`config.mk`:
```
export PLATFORM = sky130hd
export DESIGN_NAME = pcc_seq
export DESIGN_NICKNAME = d
export VERILOG_FILES = /design/src/rtl/pcc_pkg.sv /design/src/rtl/pcc_seq_popcnt_chunk.sv /design/src/rtl/pcc_seq.sv
export SDC_FILE = /design/constraint.sdc
export NUM_CORES = 1
export LEC_CHECK = 0
export ABC_AREA = 0
export ABC_CLOCK_PERIOD_IN_PS = 3300
export CORE_MARGIN = 1.5
export CORE_UTILIZATION = 49
export CTS_BUF_LIST = sky130_fd_sc_hd__clkbuf_8
export DETAILED_ROUTE_END_ITERATION = 6
export PLACE_DENSITY = 0.9
export SETUP_SLACK_MARGIN = 0.02
export SYNTH_ARGS = -nofsm -noshare
export SYNTH_HDL_FRONTEND = slang
export SYNTH_HIERARCHICAL = 1
export SYNTH_SLANG_ARGS = --single-unit
```
`constraint.sdc`:
```
create_clock -name clk -period 3.3 [get_ports clk]
set_clock_uncertainty 0.15 [all_clocks]
set_input_delay 0.495 -clock clk [delete_from_list [all_inputs] [get_ports clk]]
set_output_delay 0.495 -clock clk [all_outputs]
set_load 0.01 [all_outputs]
```
`src/rtl/pcc_pkg.sv`:
```
// Shared definitions for the popcount-compare sequencer: FSM states and
// the width helpers that size the signed difference and the beat count.
package pcc_pkg;

    typedef enum logic [1:0] {
        IDLE = 2'd0,
        ACC  = 2'd1,
        DONE = 2'd2
    } state_t;

    function automatic int max_w(input int a, input int b);
        return (a > b) ? a : b;
    endfunction

    // One extra bit over the magnitude so -NEG_W..+POS_W fits as two's complement.
    function automatic int calc_dw(input int pos_w, input int neg_w);
        return $clog2(max_w(pos_w, neg_w) + 1) + 1;
    endfunction

    function automatic int calc_nbeats(input int pos_w, input int neg_w, input int chunk);
        return (max_w(pos_w, neg_w) + chunk - 1) / chunk;
    endfunction

endpackage

```
`src/rtl/pcc_seq_popcnt_chunk.sv`:
```
// Combinational population count of one CHUNK-wide slice.
module popcnt_chunk #(
    parameter int W = 4
) (
    input  logic [W-1:0]              i_bits,
    output logic [$clog2(W+1)-1:0]    o_count
);

    localparam int CW = $clog2(W + 1);

    always_comb begin
        o_count = '0;
        for (int i = 0; i < W; i++) begin
            o_count = o_count + CW'(i_bits[i]);
        end
    end

endmodule

```
`src/rtl/pcc_seq.sv`:
```
// Multi-cycle comparator: accumulates popcount(pos)-popcount(neg) CHUNK bits
// per cycle, then presents the signed difference and the compare result.
module pcc_seq
    import pcc_pkg::*;
#(
    parameter int POS_W = 16,
    parameter int NEG_W = 16,
    parameter int CHUNK = 4
) (
    input  logic                                   clk,
    input  logic                                   rst,
    input  logic                                   in_valid,
    output logic                                   in_ready,
    input  logic [POS_W-1:0]                       pos,
    input  logic [NEG_W-1:0]                       neg,
    input  logic                                   strict,
    output logic                                   out_valid,
    input  logic                                   out_ready,
    output logic                                   outval,
    output logic signed [calc_dw(POS_W, NEG_W)-1:0] diff
);

    localparam int DW     = calc_dw(POS_W, NEG_W);
    localparam int NBEATS = calc_nbeats(POS_W, NEG_W, CHUNK);
    localparam int PADW   = NBEATS * CHUNK;
    localparam int CW     = $clog2(CHUNK + 1);
    localparam int BW     = $clog2(NBEATS + 1);
    localparam logic [BW-1:0] LAST_BEAT = BW'(NBEATS);

    state_t                 r_state;
    logic                   r_in_ready;
    logic [PADW-1:0]        r_pos_sh;
    logic [PADW-1:0]        r_neg_sh;
    logic                   r_strict;
    logic [BW-1:0]          r_beat;
    logic signed [DW-1:0]   r_acc;
    logic signed [DW-1:0]   r_diff;
    logic                   r_outval;
    logic                   r_out_valid;

    logic [CW-1:0]          w_cnt_pos;
    logic [CW-1:0]          w_cnt_neg;
    logic signed [DW-1:0]   w_step;

    popcnt_chunk #(.W(CHUNK)) u_pc_pos (
        .i_bits  (r_pos_sh[CHUNK-1:0]),
        .o_count (w_cnt_pos)
    );

    popcnt_chunk #(.W(CHUNK)) u_pc_neg (
        .i_bits  (r_neg_sh[CHUNK-1:0]),
        .o_count (w_cnt_neg)
    );

    assign w_step = DW'(w_cnt_pos) - DW'(w_cnt_neg);

    // Operands are padded to whole beats, so the tail bits shift in as zero.
    always_ff @(posedge clk) begin
        if (rst) begin
            r_state     <= IDLE;
            r_in_ready  <= 1'b1;
            r_pos_sh    <= '0;
            r_neg_sh    <= '0;
            r_strict    <= 1'b0;
            r_beat      <= '0;
            r_acc       <= '0;
            r_diff      <= '0;
            r_outval    <= 1'b0;
            r_out_valid <= 1'b0;
        end else begin
            unique case (r_state)
                IDLE: begin
                    if (in_valid) begin
                        r_pos_sh   <= PADW'(pos);
                        r_neg_sh   <= PADW'(neg);
                        r_strict   <= strict;
                        r_beat     <= '0;
                        r_acc      <= '0;
                        r_in_ready <= 1'b0;
                        r_state    <= ACC;
                    end
                end
                ACC: begin
                    if (r_beat != LAST_BEAT) begin
                        r_acc    <= r_acc + w_step;
                        r_pos_sh <= r_pos_sh >> CHUNK;
                        r_neg_sh <= r_neg_sh >> CHUNK;
                        r_beat   <= r_beat + BW'(1);
                    end else begin
                        // Extra cycle after the last beat registers the result.
                        r_diff      <= r_acc;
                        r_outval    <= !r_acc[DW-1] && (r_strict ? (r_acc != '0) : 1'b1);
                        r_out_valid <= 1'b1;
                        r_state     <= DONE;
                    end
                end
                DONE: begin
                    if (out_ready) begin
                        r_diff      <= '0;
                        r_outval    <= 1'b0;
                        r_out_valid <= 1'b0;
                        r_in_ready  <= 1'b1;
                        r_state     <= IDLE;
                    end
                end
                default: begin
                    r_state    <= IDLE;
                    r_in_ready <= 1'b1;
                end
            endcase
        end
    end

    assign in_ready  = r_in_ready;
    assign out_valid = r_out_valid;
    assign outval    = r_outval;
    assign diff      = r_diff;

endmodule

```
Word-level counts from Yosys, hierarchy flattened
Index checks and enable logic that the tools add are counted.
{"block": "word_totals", "regBits": 53, "latchBits": 0, "ram_bits": 0, "romBits": 0, "in_bits": 37, "mem_count": 0}
{"block": "classes", "add_sub_neg": 9, "mul": 0, "div": 0, "n_lt_le_gt_ge": 0, "n_eq_ne": 7, "shift": 0, "muxes": 28, "bitwise": 1, "reduce_logical": 11}
{"op": "two-way mux 16 bit", "n": 4}
{"op": "case mux 16 bit (2 select lines)", "n": 2}
{"op": "two-way mux 6 bit", "n": 4}
{"op": "case mux 6 bit (2 select lines)", "n": 2}
{"op": "adder 3 x 1 -> 3 bit", "n": 4}
{"op": "AND reduction 3 bit", "n": 4}
{"op": "inequality test 2 bit, second input constant", "n": 4}
{"op": "adder 6 x 4 -> 6 bit", "n": 1}
{"op": "two-way mux 1 bit", "n": 6}
{"op": "two-way mux 2 bit", "n": 3}
{"op": "two-way mux 3 bit", "n": 2}
{"op": "case mux 2 bit (3 select lines)", "n": 1}
{"op": "case mux 3 bit (2 select lines)", "n": 1}
{"op": "nonzero test 6 bit", "n": 1}
{"op": "adder 1 x 1 -> 2 bit", "n": 2}
{"op": "case mux 1 bit (2 select lines)", "n": 2}
{"op": "nonzero test 2 bit", "n": 2}
{"op": "subtractor 3 x 3 -> 4 bit", "n": 1}
{"op": "adder 3 x 1 -> 3 bit, second input constant", "n": 1}
{"op": "inequality test 3 bit, second input constant", "n": 1}
{"op": "case mux 1 bit (3 select lines)", "n": 1}
{"op": "equality test 2 x 1 -> 1 bit, second input constant", "n": 1}
{"op": "equality test 2 bit, second input constant", "n": 1}
{"op": "zero test 2 bit", "n": 1}
{"op": "other kinds (4)", "n": 4}

Longest topological paths before layout
{"block": "depth", "word_depth": 7, "ltp_mapped": 16}

Modules after synthesis
Netlist, hierarchy kept.
{"module": "pcc_seq", "instances": 1, "cells_per_inst": 269, "area_per_inst_um2": 2343.5}
{"module": "popcnt_chunk", "instances": 2, "cells_per_inst": 8, "area_per_inst_um2": 63.8}

Least setup slack after synthesis
OpenSTA, ideal clock, no wires.
{"block": "synth_path", "kind": "flip-flop to flip-flop", "start": "reg r_pos_sh[0]", "end": "reg r_acc[5]", "setup_ps": 138, "t_arrival_ps": 2939, "path_slack_ps": 73, "stages_incl_launch_ff": 16, "n_path_buf": 0, "synth_period_minus_slack_ps": 3227, "cell_sequence": "dfxtp_1 inv_1 fa_1 inv_1 ha_1 ha_1 ha_1 nand2_1 o21ai_0 inv_1 ha_1 nand3_1 o211ai_1 nor4_1 nand2_1 o221ai_1"}
{"block": "synth_via", "elab_chain_cells": 7}
{"element": "from (decl)", "line": "pcc_seq.sv:32", "rtl": "logic [PADW-1:0] r_pos_sh;"}
{"element": "from (signal assigned)", "line": "pcc_seq.sv:74", "rtl": "r_pos_sh <= PADW'(pos);"}
{"element": "from (signal assigned)", "line": "pcc_seq.sv:86", "rtl": "r_pos_sh <= r_pos_sh >> CHUNK;"}
{"element": "adder 1 x 1 -> 2 bit", "line": "pcc_seq_popcnt_chunk.sv:14", "rtl": "o_count = o_count + CW'(i_bits[i]);"}
{"element": "adder 3 x 1 -> 3 bit (2 in a row)", "line": "pcc_seq_popcnt_chunk.sv:14"}
{"element": "net w_cnt_pos[1]", "line": "pcc_seq.sv:41", "rtl": "logic [CW-1:0] w_cnt_pos;"}
{"element": "subtractor 3 x 3 -> 4 bit", "line": "pcc_seq.sv:55", "rtl": "assign w_step = DW'(w_cnt_pos) - DW'(w_cnt_neg);"}
{"element": "adder 6 x 4 -> 6 bit", "line": "pcc_seq.sv:85", "rtl": "r_acc <= r_acc + w_step;"}
{"element": "two-way mux 6 bit", "line": "pcc_seq.sv:84", "rtl": "if (r_beat != LAST_BEAT) begin"}
{"element": "case mux 6 bit (2 select lines)", "line": "pcc_seq.sv:71", "rtl": "unique case (r_state)"}
{"element": "to (signal assigned)", "line": "pcc_seq.sv:85"}
{"element": "to (decl)", "line": "pcc_seq.sv:36", "rtl": "logic signed [DW-1:0] r_acc;"}
The timed path passes the listed nets, and every way through them passes these cells. The select of a mux whose other input is x is not followed.
A chain may end at the register's enable or synchronous reset.

Worst setup path after layout
{"block": "layout_path", "start": "reg r_pos_sh[3]", "end": "reg r_acc[2]"}
{"block": "layout_via", "elab_chain_cells": 5}
{"element": "adder 3 x 1 -> 3 bit", "line": "pcc_seq_popcnt_chunk.sv:14"}
{"element": "net w_cnt_pos[0]", "line": "pcc_seq.sv:41"}
{"element": "subtractor 3 x 3 -> 4 bit", "line": "pcc_seq.sv:55"}
{"element": "adder 6 x 4 -> 6 bit", "line": "pcc_seq.sv:85"}
{"element": "two-way mux 6 bit", "line": "pcc_seq.sv:84"}
{"element": "case mux 6 bit (2 select lines)", "line": "pcc_seq.sv:71"}
The timed path passes the listed nets, and every way through them passes these cells. The select of a mux whose other input is x is not followed.

==> results.md <==
- Synth area leaders: dfxtp_1, a22oi_1, ha_1
- Most common cell after layout, fill and taps aside: dfxtp_1
- Total power: 1748 uW
- Syn_area_per_cell: 8.671 um2
- Area Overhead vs Synth: 29.87%
- Final hold vios: 0
- Most frequent cells in the layout: dfxtp_1, clkdlybuf4s50_1, nand2_1
- Lkg Pwr: 0.001256 uW
- CTS H-tree depth: 2
- Slowest CP cell: fa_1
- CTS tree: yes
- Fin cells: 402
- Crit Path Max Fanout: 4
- Die H: 74.02 um
- Largest net degree at the start of global routing: 29
- Starting DRT DRC Count: 215
- Clk pin slew, worst setup/hold paths: 0.10 ns
- Power density over the cells: 544.6 nW/um2
- Max-cap viol count: 0
- Final nets: 389
- Vias after detailed routing: 2,208
- Vias per std cell: 5.493
- TritonRoute pass-1 iters: 4
- Layout Cell Area excl Fill: 3209 um2
- Worst EP arrival: 3.38 ns
- Port Buffers: 45
- Critical path endpoint category: register
- # IOs: 46
- Setup Viol. Count Final: 1
- First-pass GRT wire length: 9.342 mm
- Antenna-violating nets left: 0
- Unrepaired setup endpoints after global routing: yes
- DP Cell Count: 389
- CP cell instances: inv_2 > fa_1 > inv_1 > ha_1 > inv_1 > ha_2 > inv_2 > fa_2 > xor2_1 > ha_1 > buf_4 > buf_4 > xor2_1 > a22oi_1 > nor2_1
- CP required: 3.34 ns
- Num rows: 25
- Layout cells sized above 1: 13.43%
- Final Max Slew Viols: 0
- Die Area: 5478 um2
- Dpl hpwl: 3.932 mm
- Yosys warns: 6
- Post-route DRC: 0
- Peak supply drop: 0.2811 mV
- CTS buffer count: 5
- Area share of the leading cell type in the synthesized netlist: 42.94%
- Flops & latches, synth: 53
- Worst-margin pin slew: 0.7022 ns
- Post-route setup slack: -0.03464 ns
- Most area-hungry cell type in the Yosys netlist: dfxtp_1
- Synthesized Nets: 340
- Worst setup SP type: register
- Worst rel slew slack: 53.09%
- Overflow after GRT: 0
- GRT Util Overall: 22.13%
- Netlist Area Pre-Place: 2471 um2
- Diodes inserted: 0
- Top FF cell, synth: dfxtp_1
- Area after DPL: 3000 um2
- Post-synthesis cell type count: 37
- Crit-path max cell delay: 0.53 ns
- WL/cell: 15.05 um
- Number of synthesized flops with an enable pin: 0
- Initial core utilization: 51.63%
- GPL Wtd Cong: 0.8319
- CTS Root Buffer Type: clkbuf_8
- Synthesized instance count: 285
- TritonCTS Sinks: 53
- Setup TNS: -0.03464 ns
- Die width: 74.02 um
- Outcome: finished with violations
- Number of global-route vias before repair: 2,093
- Tightest Hold Check Type: register to register
- Fillers: 360
- # hold bufs at CTS: 0
- Core area: 4786 um2
- Seq/Total Area, Yosys: 42.94%
- Tcrit/Tclk final: 101.0%
- Clock Tree Buf Depth: 2
- Crit path kind: register to register
- Highest clock rate: 0.2999 GHz
- Clk Latency, worst-skew pair: 0.31 ns
- Post-layout minimum cycle time: 3.335 ns
- Total Wirelength: 6.049 mm
- Async S/R FF share, synth: 0%
- Failing checks: setup timing
- Initial antenna violation count: 0
## critical path: cells and delay by family (launching register included)
family | cells | cell delay [ns]
fa+ha+maj | 5 | 1.65
buf+inv | 6 | 0.47
simple gates | 1 | 0.06
flops | 1 | 0.34
compound gates | 1 | 0.20
xor+xnor | 2 | 0.33
## layout make-up
type | instances | area (um2) | area share, %
timing repair buffer | 60 | 563.0 | 17.54
inverter | 22 | 82.58 | 2.573
clock buffer | 5 | 68.82 | 2.144
tap | 67 | 83.83 | 2.612
sequential | 53 | 1066 | 33.22
multi-input combinational | 192 | 1330 | 41.44
clock inverter | 3 | 15.01 | 0.4678
## sequential cells by signal, indices dropped and copies added, names as in the netlist, 2 cells and up
signal	cells
r_pos_sh	16
r_neg_sh	16
r_acc	6
r_state	2
diff	6
r_beat	3
## power by group
part | internal (uW) | leakage (uW) | switching (uW)
sequential | 701 | 0.000435 | 52.5
combinational | 316 | 0.000774 | 327
clock | 144 | 0.0000467 | 207
## metal layers
metal	wire length (um)	global-route usage [%]	share of wire, %	up-vias
met4	102	9.671	1.7	0
met2	3065	37.10	51	62
li1	-	-	-	1086
met5	0	0	0	-
met3	306	4.065	5.1	12
met1	2575	27.85	43	1048
## kinds of logic after synthesis
family	synth area share, %
flip-flops	42.94
AND/OR/NAND/NOR	15.49
adder cells (fa/ha/maj)	10.33
multiplexers	0.4051
buffers and inverters	6.886
XOR/XNOR	2.127
AO/OA/AOI/OAI	21.82
## per-stage QoR
step                      worst slack, ns  util (%)  hold WS, ns
after floorplan                   0.07349         -       0.2863
after global placement            0.03115     62.69       0.2935
after detailed placement         -0.07068     62.69       0.2977
after CTS                       -0.002056     65.75       0.3108
after global routing              -0.1591     67.06       0.3247
final                            -0.03464     67.06       0.3092
## synth_stat cells, types with 3 or more instances
| library cell | n |
|---|---|
| fa_1 | 4 |
| xor2_1 | 3 |
| nor2_1 | 35 |
| nand2_1 | 41 |
| a311oi_1 | 8 |
| a21oi_1 | 23 |
| ha_1 | 14 |
| clkbuf_1 | 9 |
| a22oi_1 | 34 |
| inv_1 | 22 |
| xnor2_1 | 3 |
| dfxtp_1 | 53 |
| buf_2 | 4 |
## path summary, 6_finish.rpt
| check | startpoint | end | slack, ns | cells past startpoint |
|---|---|---|---|---|
| worst max-delay path | r_pos_sh[3] | r_acc[2] | -0.03 | 15 |
| worst min-delay path | r_pos_sh[1] | r_pos_sh[1] | 0.31 | 2 |
| worst max register to register | r_pos_sh[3] | r_acc[2] | -0.03 | 15 |
| worst min register to register | r_pos_sh[1] | r_pos_sh[1] | 0.31 | 2 |
## repair_timing
item / CTS / global route
pin swaps: 5 / 9
cloned: 0 / 0
setup endpoints to repair: 3 / 4
gates resized for setup: 9 / 13
setup buffers: 3 / 2
(Power assumes the default switching activity.)
